<file path="src/rtl/mem_stage_pkg.sv">
// Shared LC-3b types for the MEM stage: opcode encoding, MEM FSM states,
// byte-enable codes and opcode classification helpers.
package mem_stage_pkg;

    typedef enum logic [3:0] {
        OP_BR   = 4'h0,
        OP_ADD  = 4'h1,
        OP_LDB  = 4'h2,
        OP_STB  = 4'h3,
        OP_JSR  = 4'h4,
        OP_AND  = 4'h5,
        OP_LDR  = 4'h6,
        OP_STR  = 4'h7,
        OP_RTI  = 4'h8,
        OP_NOT  = 4'h9,
        OP_LDI  = 4'ha,
        OP_STI  = 4'hb,
        OP_JMP  = 4'hc,
        OP_SHF  = 4'hd,
        OP_LEA  = 4'he,
        OP_TRAP = 4'hf
    } lc3b_opcode;

    typedef enum logic [1:0] {
        MEM_IDLE = 2'd0,
        MEM_IND  = 2'd1,
        MEM_ACC  = 2'd2
    } lc3b_mem_state;

    localparam logic [1:0] BE_NONE = 2'b00;
    localparam logic [1:0] BE_LOW  = 2'b01;
    localparam logic [1:0] BE_HIGH = 2'b10;
    localparam logic [1:0] BE_WORD = 2'b11;

    function automatic logic is_mem_op(input logic [3:0] op);
        return (op == OP_LDR) || (op == OP_STR) || (op == OP_LDB) ||
               (op == OP_STB) || (op == OP_LDI) || (op == OP_STI);
    endfunction

    function automatic logic is_store_op(input logic [3:0] op);
        return (op == OP_STR) || (op == OP_STB) || (op == OP_STI);
    endfunction

    function automatic logic is_byte_op(input logic [3:0] op);
        return (op == OP_LDB) || (op == OP_STB);
    endfunction

    function automatic logic is_indirect_op(input logic [3:0] op);
        return (op == OP_LDI) || (op == OP_STI);
    endfunction

endpackage

</file>
<file path="src/rtl/mem_access_fsm.sv">
// Data-memory access sequencer: pointer read for indirect ops, final access,
// kill tracking for a flush that lands mid-access. Request strobes are
// combinational so an access can issue in the same cycle the op arrives.
module mem_access_fsm
    import mem_stage_pkg::*;
(
    input  logic          clk,
    input  logic          rst,
    input  logic          start,
    input  logic          flush,
    input  logic          indirect,
    input  logic          store,
    input  logic          dmem_resp,
    input  logic [15:0]   dmem_rdata,
    output lc3b_mem_state state,
    output logic [15:0]   ptr,
    output logic          killed,
    output logic          ind_phase,
    output logic          acc_phase,
    output logic          done,
    output logic          dmem_read,
    output logic          dmem_write
);

    // Sequencer state, indirect pointer and kill flag
    always_ff @(posedge clk or posedge rst) begin
        if (rst) begin
            state  <= MEM_IDLE;
            ptr    <= '0;
            killed <= 1'b0;
        end else begin
            case (state)
                MEM_IDLE: begin
                    if (start) begin
                        if (indirect) begin
                            if (dmem_resp) begin
                                ptr   <= dmem_rdata;
                                state <= MEM_ACC;
                            end else begin
                                state <= MEM_IND;
                            end
                        end else if (!dmem_resp) begin
                            state <= MEM_ACC;
                        end
                    end
                end
                MEM_IND: begin
                    if (flush) killed <= 1'b1;
                    if (dmem_resp) begin
                        ptr   <= dmem_rdata;
                        state <= MEM_ACC;
                    end
                end
                MEM_ACC: begin
                    if (dmem_resp) begin
                        state  <= MEM_IDLE;
                        killed <= 1'b0;
                    end else if (flush) begin
                        killed <= 1'b1;
                    end
                end
                default: state <= MEM_IDLE;
            endcase
        end
    end

    // Phase decode and request strobes; IDLE with a fresh op behaves as the first access cycle
    always_comb begin
        ind_phase  = (state == MEM_IND) || ((state == MEM_IDLE) && start && indirect);
        acc_phase  = (state == MEM_ACC) || ((state == MEM_IDLE) && start && !indirect);
        done       = acc_phase && dmem_resp;
        dmem_read  = ind_phase || (acc_phase && !store);
        dmem_write = acc_phase && store;
    end

endmodule

</file>
<file path="src/rtl/mem_stage.sv">
// LC-3b MEM stage: drives the data-memory port for loads/stores (including
// LDI/STI indirection), stalls the front of the pipe while an access is
// outstanding, and owns the MEM/WB pipeline register.
module mem_stage
    import mem_stage_pkg::*;
#(
    parameter int unsigned INDIRECT_EN = 1
) (
    input  logic        clk,
    input  logic        reset,
    input  logic        valid_in,
    input  logic [3:0]  opcode_in,
    input  logic [15:0] alu_out_in,
    input  logic [15:0] store_data_in,
    input  logic [2:0]  dest_in,
    input  logic        control_flush,
    input  logic [15:0] dmem_rdata,
    input  logic        dmem_resp,
    output logic        dmem_read,
    output logic        dmem_write,
    output logic [1:0]  dmem_byte_enable,
    output logic [15:0] dmem_addr,
    output logic [15:0] dmem_wdata_out,
    output logic        mem_stall,
    output logic        mem_wb_valid,
    output logic [3:0]  mem_wb_opcode,
    output logic [15:0] mem_wb_alu_out,
    output logic [15:0] mem_wb_address,
    output logic [15:0] mem_wb_rdata,
    output logic [2:0]  mem_wb_dest
);

    lc3b_mem_state state;
    logic [15:0]   ptr;
    logic          killed;
    logic          ind_phase;
    logic          acc_phase;
    logic          done;
    logic          mem_op;
    logic          start;
    logic          indirect;
    logic          store;
    logic          byte_op;
    logic [3:0]    op_q;
    logic [15:0]   alu_q;
    logic [15:0]   sd_q;
    logic [3:0]    cur_op;
    logic [15:0]   cur_alu;
    logic [15:0]   cur_sd;
    logic [15:0]   acc_raw;

    // Once an access is in flight the request is driven from the captured op,
    // so a mid-access flush that releases EX/MEM cannot disturb addr/data/be.
    always_comb begin
        mem_op   = valid_in && is_mem_op(opcode_in);
        start    = mem_op && !control_flush && !reset;
        cur_op   = (state == MEM_IDLE) ? opcode_in     : op_q;
        cur_alu  = (state == MEM_IDLE) ? alu_out_in    : alu_q;
        cur_sd   = (state == MEM_IDLE) ? store_data_in : sd_q;
        indirect = (INDIRECT_EN != 0) && is_indirect_op(cur_op);
        store    = is_store_op(cur_op);
        byte_op  = is_byte_op(cur_op);
        acc_raw  = ((state == MEM_ACC) && indirect) ? ptr : cur_alu;
    end

    mem_access_fsm u_fsm (
        .clk        (clk),
        .rst        (reset),
        .start      (start),
        .flush      (control_flush),
        .indirect   (indirect),
        .store      (store),
        .dmem_resp  (dmem_resp),
        .dmem_rdata (dmem_rdata),
        .state      (state),
        .ptr        (ptr),
        .killed     (killed),
        .ind_phase  (ind_phase),
        .acc_phase  (acc_phase),
        .done       (done),
        .dmem_read  (dmem_read),
        .dmem_write (dmem_write)
    );

    // Capture the op that starts an access
    always_ff @(posedge clk or posedge reset) begin
        if (reset) begin
            op_q  <= '0;
            alu_q <= '0;
            sd_q  <= '0;
        end else if ((state == MEM_IDLE) && start) begin
            op_q  <= opcode_in;
            alu_q <= alu_out_in;
            sd_q  <= store_data_in;
        end
    end

    // Address, byte-lane and store-data formatting plus stall
    always_comb begin
        dmem_byte_enable = BE_NONE;
        dmem_addr        = {acc_raw[15:1], 1'b0};
        dmem_wdata_out   = byte_op ? {cur_sd[7:0], cur_sd[7:0]} : cur_sd;
        if (ind_phase) begin
            dmem_addr        = {cur_alu[15:1], 1'b0};
            dmem_byte_enable = BE_WORD;
        end else if (acc_phase) begin
            if (byte_op) begin
                dmem_addr        = acc_raw;
                dmem_byte_enable = acc_raw[0] ? BE_HIGH : BE_LOW;
            end else begin
                dmem_byte_enable = BE_WORD;
            end
        end
        mem_stall = mem_op && !done && !control_flush && !reset;
    end

    // MEM/WB pipeline register; flushed or killed ops become a BR bubble
    always_ff @(posedge clk or posedge reset) begin
        if (reset) begin
            mem_wb_valid   <= 1'b0;
            mem_wb_opcode  <= '0;
            mem_wb_alu_out <= '0;
            mem_wb_address <= '0;
            mem_wb_rdata   <= '0;
            mem_wb_dest    <= '0;
        end else if (!mem_stall) begin
            if (valid_in && !control_flush && !killed) begin
                mem_wb_valid   <= 1'b1;
                mem_wb_opcode  <= opcode_in;
                mem_wb_alu_out <= alu_out_in;
                mem_wb_address <= mem_op ? acc_raw : alu_out_in;
                mem_wb_rdata   <= mem_op ? dmem_rdata : '0;
                mem_wb_dest    <= dest_in;
            end else begin
                mem_wb_valid   <= 1'b0;
                mem_wb_opcode  <= OP_BR;
                mem_wb_alu_out <= '0;
                mem_wb_address <= '0;
                mem_wb_rdata   <= '0;
                mem_wb_dest    <= '0;
            end
        end
    end

endmodule
</file>
<file path="config.mk">
export PLATFORM = sky130hd
export DESIGN_NAME = mem_stage
export DESIGN_NICKNAME = d
export VERILOG_FILES = /design/src/rtl/mem_stage_pkg.sv /design/src/rtl/mem_access_fsm.sv /design/src/rtl/mem_stage.sv
export SDC_FILE = /design/constraint.sdc
export NUM_CORES = 1
export LEC_CHECK = 0
export BUFFER_PORTS_ARGS = -buffer_cell sky130_fd_sc_hd__buf_2
export CAP_MARGIN = 15
export CORE_MARGIN = 4
export CORE_UTILIZATION = 40
export DETAILED_ROUTE_END_ITERATION = 10
export GPL_ROUTABILITY_DRIVEN = 0
export SYNTH_ARGS = -nofsm -noshare
export SYNTH_HDL_FRONTEND = slang
export SYNTH_SLANG_ARGS = --single-unit
</file>
<file path="constraint.sdc">
create_clock -name clk -period 5.3 [get_ports clk]
set_input_delay 1.59 -clock clk [delete_from_list [all_inputs] [get_ports clk]]
set_output_delay 1.59 -clock clk [all_outputs]
set_load 0.005 [all_outputs]
</file>
== Word-level counts from Yosys, hierarchy flattened ==
Index checks and enable logic that the tools add are counted.
Word-level totals
  register bits: 111
  input bits: 60
  output and inout port bits: 93
  word-level logic and storage cells: 102
Operators by class
  equal/unequal tests: 18
  multiplexer cells: 34
  reductions and logical operators: 38
Operators with widths (number)
  two-way mux 16 bit: 13
  one-hot mux 16 bit (2 select lines): 1
  two-way mux 2 bit: 10
  equality test 4 x 2 -> 1 bit, second input constant: 4
  equality test 4 bit, second input constant: 4
  logical AND 1 bit: 15
  equality test 4 x 3 -> 1 bit, second input constant: 3
  logical OR 1 bit: 12
  two-way mux 4 bit: 2
  logical NOT 1 bit: 6
  one-hot mux 2 bit (3 select lines): 1
  two-way mux 1 bit: 5
  inequality test 2 x 1 -> 1 bit, second input constant: 2
  inequality test 2 bit, second input constant: 2
  AND reduction 4 bit: 1
  nonzero test 2 bit: 2
  two-way mux 3 bit: 1
  inequality test 3 x 2 -> 1 bit, second input constant: 1
  AND reduction 3 bit: 1
  equality test 2 x 1 -> 1 bit, second input constant: 1
  equality test 2 bit, second input constant: 1
  logical NOT 2 bit: 1
  one-hot mux 1 bit (2 select lines): 1

== Longest topological paths before layout ==
  depth after elaboration: 17
  gate-level depth with buffers: 9
  gate-level depth less buffers: 6

== Modules after synthesis ==
A second synthesis with hierarchy kept.
Unflattened totals
  cell total of the unflattened synthesis: 426
  area, all modules: 5286.3 um2
By module, submodules not included
  mem_stage: instances 1, cells an instance 363, area an instance 4377.9 um2, seq. area each 2302.2 um2
  mem_access_fsm: instances 1, cells an instance 63, area an instance 908.4 um2, seq. area each 475.5 um2

== Least setup slack after synthesis ==
Ideal clock, no wire load.
  kind: input-to-reg
  start point: in reset
  end point: reg mem_wb_rdata[0]
  setup time: 0.121 ns
  arrival: 4.644 ns
  required time: 5.179 ns
  slack: 0.535 ns
  cell stages on the path: 4
  buffers on the path: 1
  path through: inv_1 -> a211oi_4 -> buf_4 -> a22o_1
On the way
  cells in the longest elaborated chain, start to end: 10
RTL lines
  start, declared: RTL line mem_stage.sv:10  | input logic reset,
  logical NOT 1 bit (no source line) (*)
  logical AND 1 bit: RTL line mem_stage.sv:56  | start = mem_op && !control_flush && !reset;
  logical AND 1 bit (2 in series): RTL line mem_access_fsm.sv:70  | acc_phase = (state == MEM_ACC) || ((state == MEM_IDLE) && start && !indirect);
  logical OR 1 bit: RTL line mem_access_fsm.sv:70
  logical AND 1 bit: RTL line mem_access_fsm.sv:71  | done = acc_phase && dmem_resp;
  logical NOT 1 bit: RTL line mem_stage.sv:114  | mem_stall = mem_op && !done && !control_flush && !reset;
  logical AND 1 bit (2 in series): RTL line mem_stage.sv:114
  logical AND 1 bit (*): RTL line mem_stage.sv:114
  end signal, assigned: RTL line mem_stage.sv:132  | mem_wb_rdata <= mem_op ? dmem_rdata : '0;
  end, declared: RTL line mem_stage.sv:29  | output logic [15:0] mem_wb_rdata,
Every way passes the cells marked *; elsewhere a longest branch is shown, timed or not.
A chain may end at the register's enable or synchronous reset.

== Final worst setup path ==
  start point: in opcode_in[2]
  end point: out dmem_addr[0]
On the way
  cells in the longest elaborated chain, start to end: 14
  elaborated cells on any way between the ends: 32
  those cells by class: eq/ne (10); mux (5); reduce/logical (17)
RTL lines
  start, declared: RTL line mem_stage.sv:12  | input logic [3:0] opcode_in,
  equality test 4 x 3 -> 1 bit: RTL line mem_stage_pkg.sv:36  | return (op == OP_LDR) || (op == OP_STR) || (op == OP_LDB) ||
  logical OR 1 bit (3 in series): RTL line mem_stage_pkg.sv:36
  logical OR 1 bit (2 in series): RTL line mem_stage_pkg.sv:37  | (op == OP_STB) || (op == OP_LDI) || (op == OP_STI);
  logical AND 1 bit: RTL line mem_stage.sv:55  | mem_op = valid_in && is_mem_op(opcode_in);
  logical AND 1 bit (2 in series): RTL line mem_stage.sv:56
  logical AND 1 bit: RTL line mem_access_fsm.sv:69, mem_access_fsm.sv:70
  logical AND 1 bit: RTL line mem_access_fsm.sv:70
  logical OR 1 bit: RTL line mem_access_fsm.sv:70
  two-way mux 1 bit: RTL line mem_stage.sv:106  | end else if (acc_phase) begin
  two-way mux 16 bit (*): RTL line mem_stage.sv:103  | if (ind_phase) begin
  end, declared: RTL line mem_stage.sv:22  | output logic [15:0] dmem_addr,
Marked as above.

==> results.yml <==
yosys:
  synth_xor_area_frac: 0
  yosys.area.top_type: "dfrtp_1"
  synthAdderAreaFrac: 0.00712
  synthFlopType: "dfrtp_1"
  postSynth.asyncResetShare: 1.00
  yosys-top-cells-area: "dfrtp_1 (53%), mux2_2 (14%), a22o_1 (6.6%)"
  synth_fp_nets: 475
  synth_mux_area_frac: 0.213
  synthSimpleGateAreaFrac: 0.0517
  avgSynthCellArea_sq_um: 12.8
  synth-edff-count: 0
  synth_top_family_by_area: "multiplexers"
  synth-compound-area-share: 0.169
  seq_area_frac_synth: 0.527
  yosysUniqueCellTypes: 47
  synth.ff_latch_count: 111
  synth_top_area_frac: 0.527
  syn_area_sq_mm: 0.00528
  yosys_warnings: 0
  syn-instance-count: 412
sta:
  fin_crit_sh: 0.894
  setup_ws_ns: 0.563
  setup-tns-final_ns: 0
  rsz0062_at_grt: "false"
  tightest_slew_ns: 0.918
  fin_worst_skew_ns: 0.00696
  fin_crit_ns: 4.74
  fmax_ghz: 0.211
  hold_violations: 0
  setup_viol_count_final: 0
  slew_headroom: 0.388
  maxSlewViolCount: 0
clock_network:
  cts-resized-gates: 0
  root_buffer: "clkbuf_16"
  insertion_delay_ns: 0.35
  cts_buffers: 9
  clk_path_buf_depth: 2
  h-tree-depth: 3
  clock-sinks: 111
  cts_setup_buffers: 0
  cts.clk_slew.worst_paths_ns: 0.07
  cts_hold_buf: 0
  cts_tree: "built"
worst_setup_path:
  path_common_cell: "buf_2"
  r2r_start: "u_fsm.state[1]"
  worst-path-buf-inv: 2
  crit_required_ns: 3.71
  setup.worst_path.end_class: "output pin"
  cp_slowest_stage_delay_ns: 0.52
  crit_family: "compound AO/OA/AOI/OAI gates"
  critical-path-slowest-cell: "a21bo_2"
  cp_cell_sequence: "buf_2 -> nand4b_1 -> a21bo_2 -> mux2i_1 -> nor4b_1 -> buf_2"
  worstSetupPathType: "input pin to output pin"
  worstSetupStartpointType: "input pin"
  cp.arrival_ns: 3.15
  critical_path.startpoint: "opcode_in[2]"
  crit_fanout: 16
place:
  dp_hpwl_um: 9990
  placed_area_sq_mm: 0.00618
  dp_slack_ns: 0.563
  io_buffers: 152
flow_run:
  maxCapViolCount: 0
route:
  drt_iter0_drc: 239
  drcViolationCount: 0
  via_count: 3942
  routed_via_density: 5.39
  wl_per_cell_um: 18.8
  totalWireLength_um: 13800
  antenna_left: 0
  drt_pass1_iterations: 4
status:
  status: "finished clean"
global_route:
  grt_max_degree: 72
  antenna_found_initial: 1
  grt_first_pass_wirelength_um: 21800
  grt_overflow: 0
  grt_usage: 0.190
  first_global_vias: 3955
floorplanning:
  die_h_um: 123
  pin_count: 153
  row_count: 41
  die_w_um: 123
  start_util: 0.413
  coreArea_sq_mm: 0.0128
  die_area_sq_mm: 0.0151
hold_path:
  min-delay-start: "mem_wb_valid"
  hp-class: "register to register"
finish:
  final_area_sq_mm: 0.00651
  seqCellArea_sq_mm: 0.00278
  fin_util: 0.510
  fillers: 1157
  multiInputGateArea_sq_mm: 0.00234
  fin_nets: 618
  diodes: 0
  drive_gt1_frac: 0.473
  area_delta_synth_final_pct: 23.4
power:
  ir_drop_mv: 0.228
  p_leak_nw: 3.42
  powerDensity_mw_per_mm2: 469
[path summary, 6_finish.rpt]
check / end / slack [ns] / cells after the start
max: dmem_addr[0] / 0.56 / 6
min: mem_wb_valid / 0.48 / 1
max reg2reg: u_fsm.ptr[11] / 2.73 / 6
min reg2reg: mem_wb_valid / 0.48 / 1
max in group asynchronous: mem_wb_alu_out[8] / 2.65 / 3
min in group asynchronous: alu_q[15] / 1.32 / 2
[metal layers]
metal,up-vias,GRT usage,routed length [um]
li1,1827,-,-
met1,1963,0.269,6380
met2,129,0.280,6260
met3,21,0.0438,852
met4,2,0.0763,260
met5,-,0,7
[registers in the layout (all words and copies together), names as in the netlist]
signal	cells
mem_wb_valid	1
u_fsm.state	2
alu_q	16
mem_wb_rdata	16
mem_wb_opcode	4
u_fsm.ptr	16
mem_wb_address	16
sd_q	16
mem_wb_alu_out	16
op_q	4
mem_wb_dest	3
u_fsm.killed	1
[cells in the mapped netlist (2+ instances only)]
master and count:
a22o_1 40, buf_4 3, a32oi_1 16, o21a_1 9, nor2_1 19, a31oi_1 2, clkbuf_1 2, inv_1 5
o21ai_0 14, nand2_1 11, nand3_1 2, mux2i_1 25, a21o_1 2, buf_2 22, a21bo_2 2, a21oi_1 16
dfrtp_1 111, ha_1 3, o21ai_1 6, nor4b_1 2, nor2b_1 2, mux2_2 64, mux2_4 10
[report_power, final]
| group | internal (mW) | switching, mW |
|---|---|---|
| sequential | 1.05 | 0.118 |
| clock | 0.442 | 0.304 |
| combinational | 0.590 | 0.547 |
| total | 2.08 | 0.969 |
[layout by cell type (no fill, tap or decap), types with 2 or more instances in the layout]
cell type,count
buf_2,152
dfrtp_1,111
mux2_2,64
a22o_1,40
mux2i_1,25
nor2_1,19
a21oi_1,16
a32oi_1,16
o21ai_0,14
nand2_1,11
mux2_4,10
o21a_1,9
clkbuf_16,9
buf_4,9
o21ai_1,5
inv_1,4
a21bo_2,2
a21o_1,2
a31oi_1,2
nor2b_1,2
nor4b_1,2
nand3_1,2
ha_1,2
clkbuf_8,2
bufinv_16,2
[cell type report]
cell class | count | area share
repair buffers | 161 | 0.127
clock buffers | 12 | 0.0394
well taps | 172 | 0.0331
inverters | 5 | 0.00327
flip-flops and latches | 111 | 0.427
clock inverters | 4 | 0.0117
multi-input cells | 267 | 0.359
[kinds of logic (layout without fill, tap and decap cells)]
| kind of cell | count (synthesis) | in the layout |
|---|---|---|
| simple gates | 48 | 48 |
| compound gates | 117 | 117 |
| fa+ha+maj | 3 | 3 |
| flops | 111 | 111 |
| buf+inv | 34 | 182 |
| mux | 99 | 99 |
[stage by stage]
step                      hold WS, ns  cells  total power, mW
after floorplan                 0.472    412             1.92
after global placement          0.459    716             2.31
after detailed placement        0.469    716             2.33
after CTS                       0.485    732             3.09
after global routing            0.512    732             3.25
final                           0.478    732             3.05
Power figures use the tool's default switching activity.
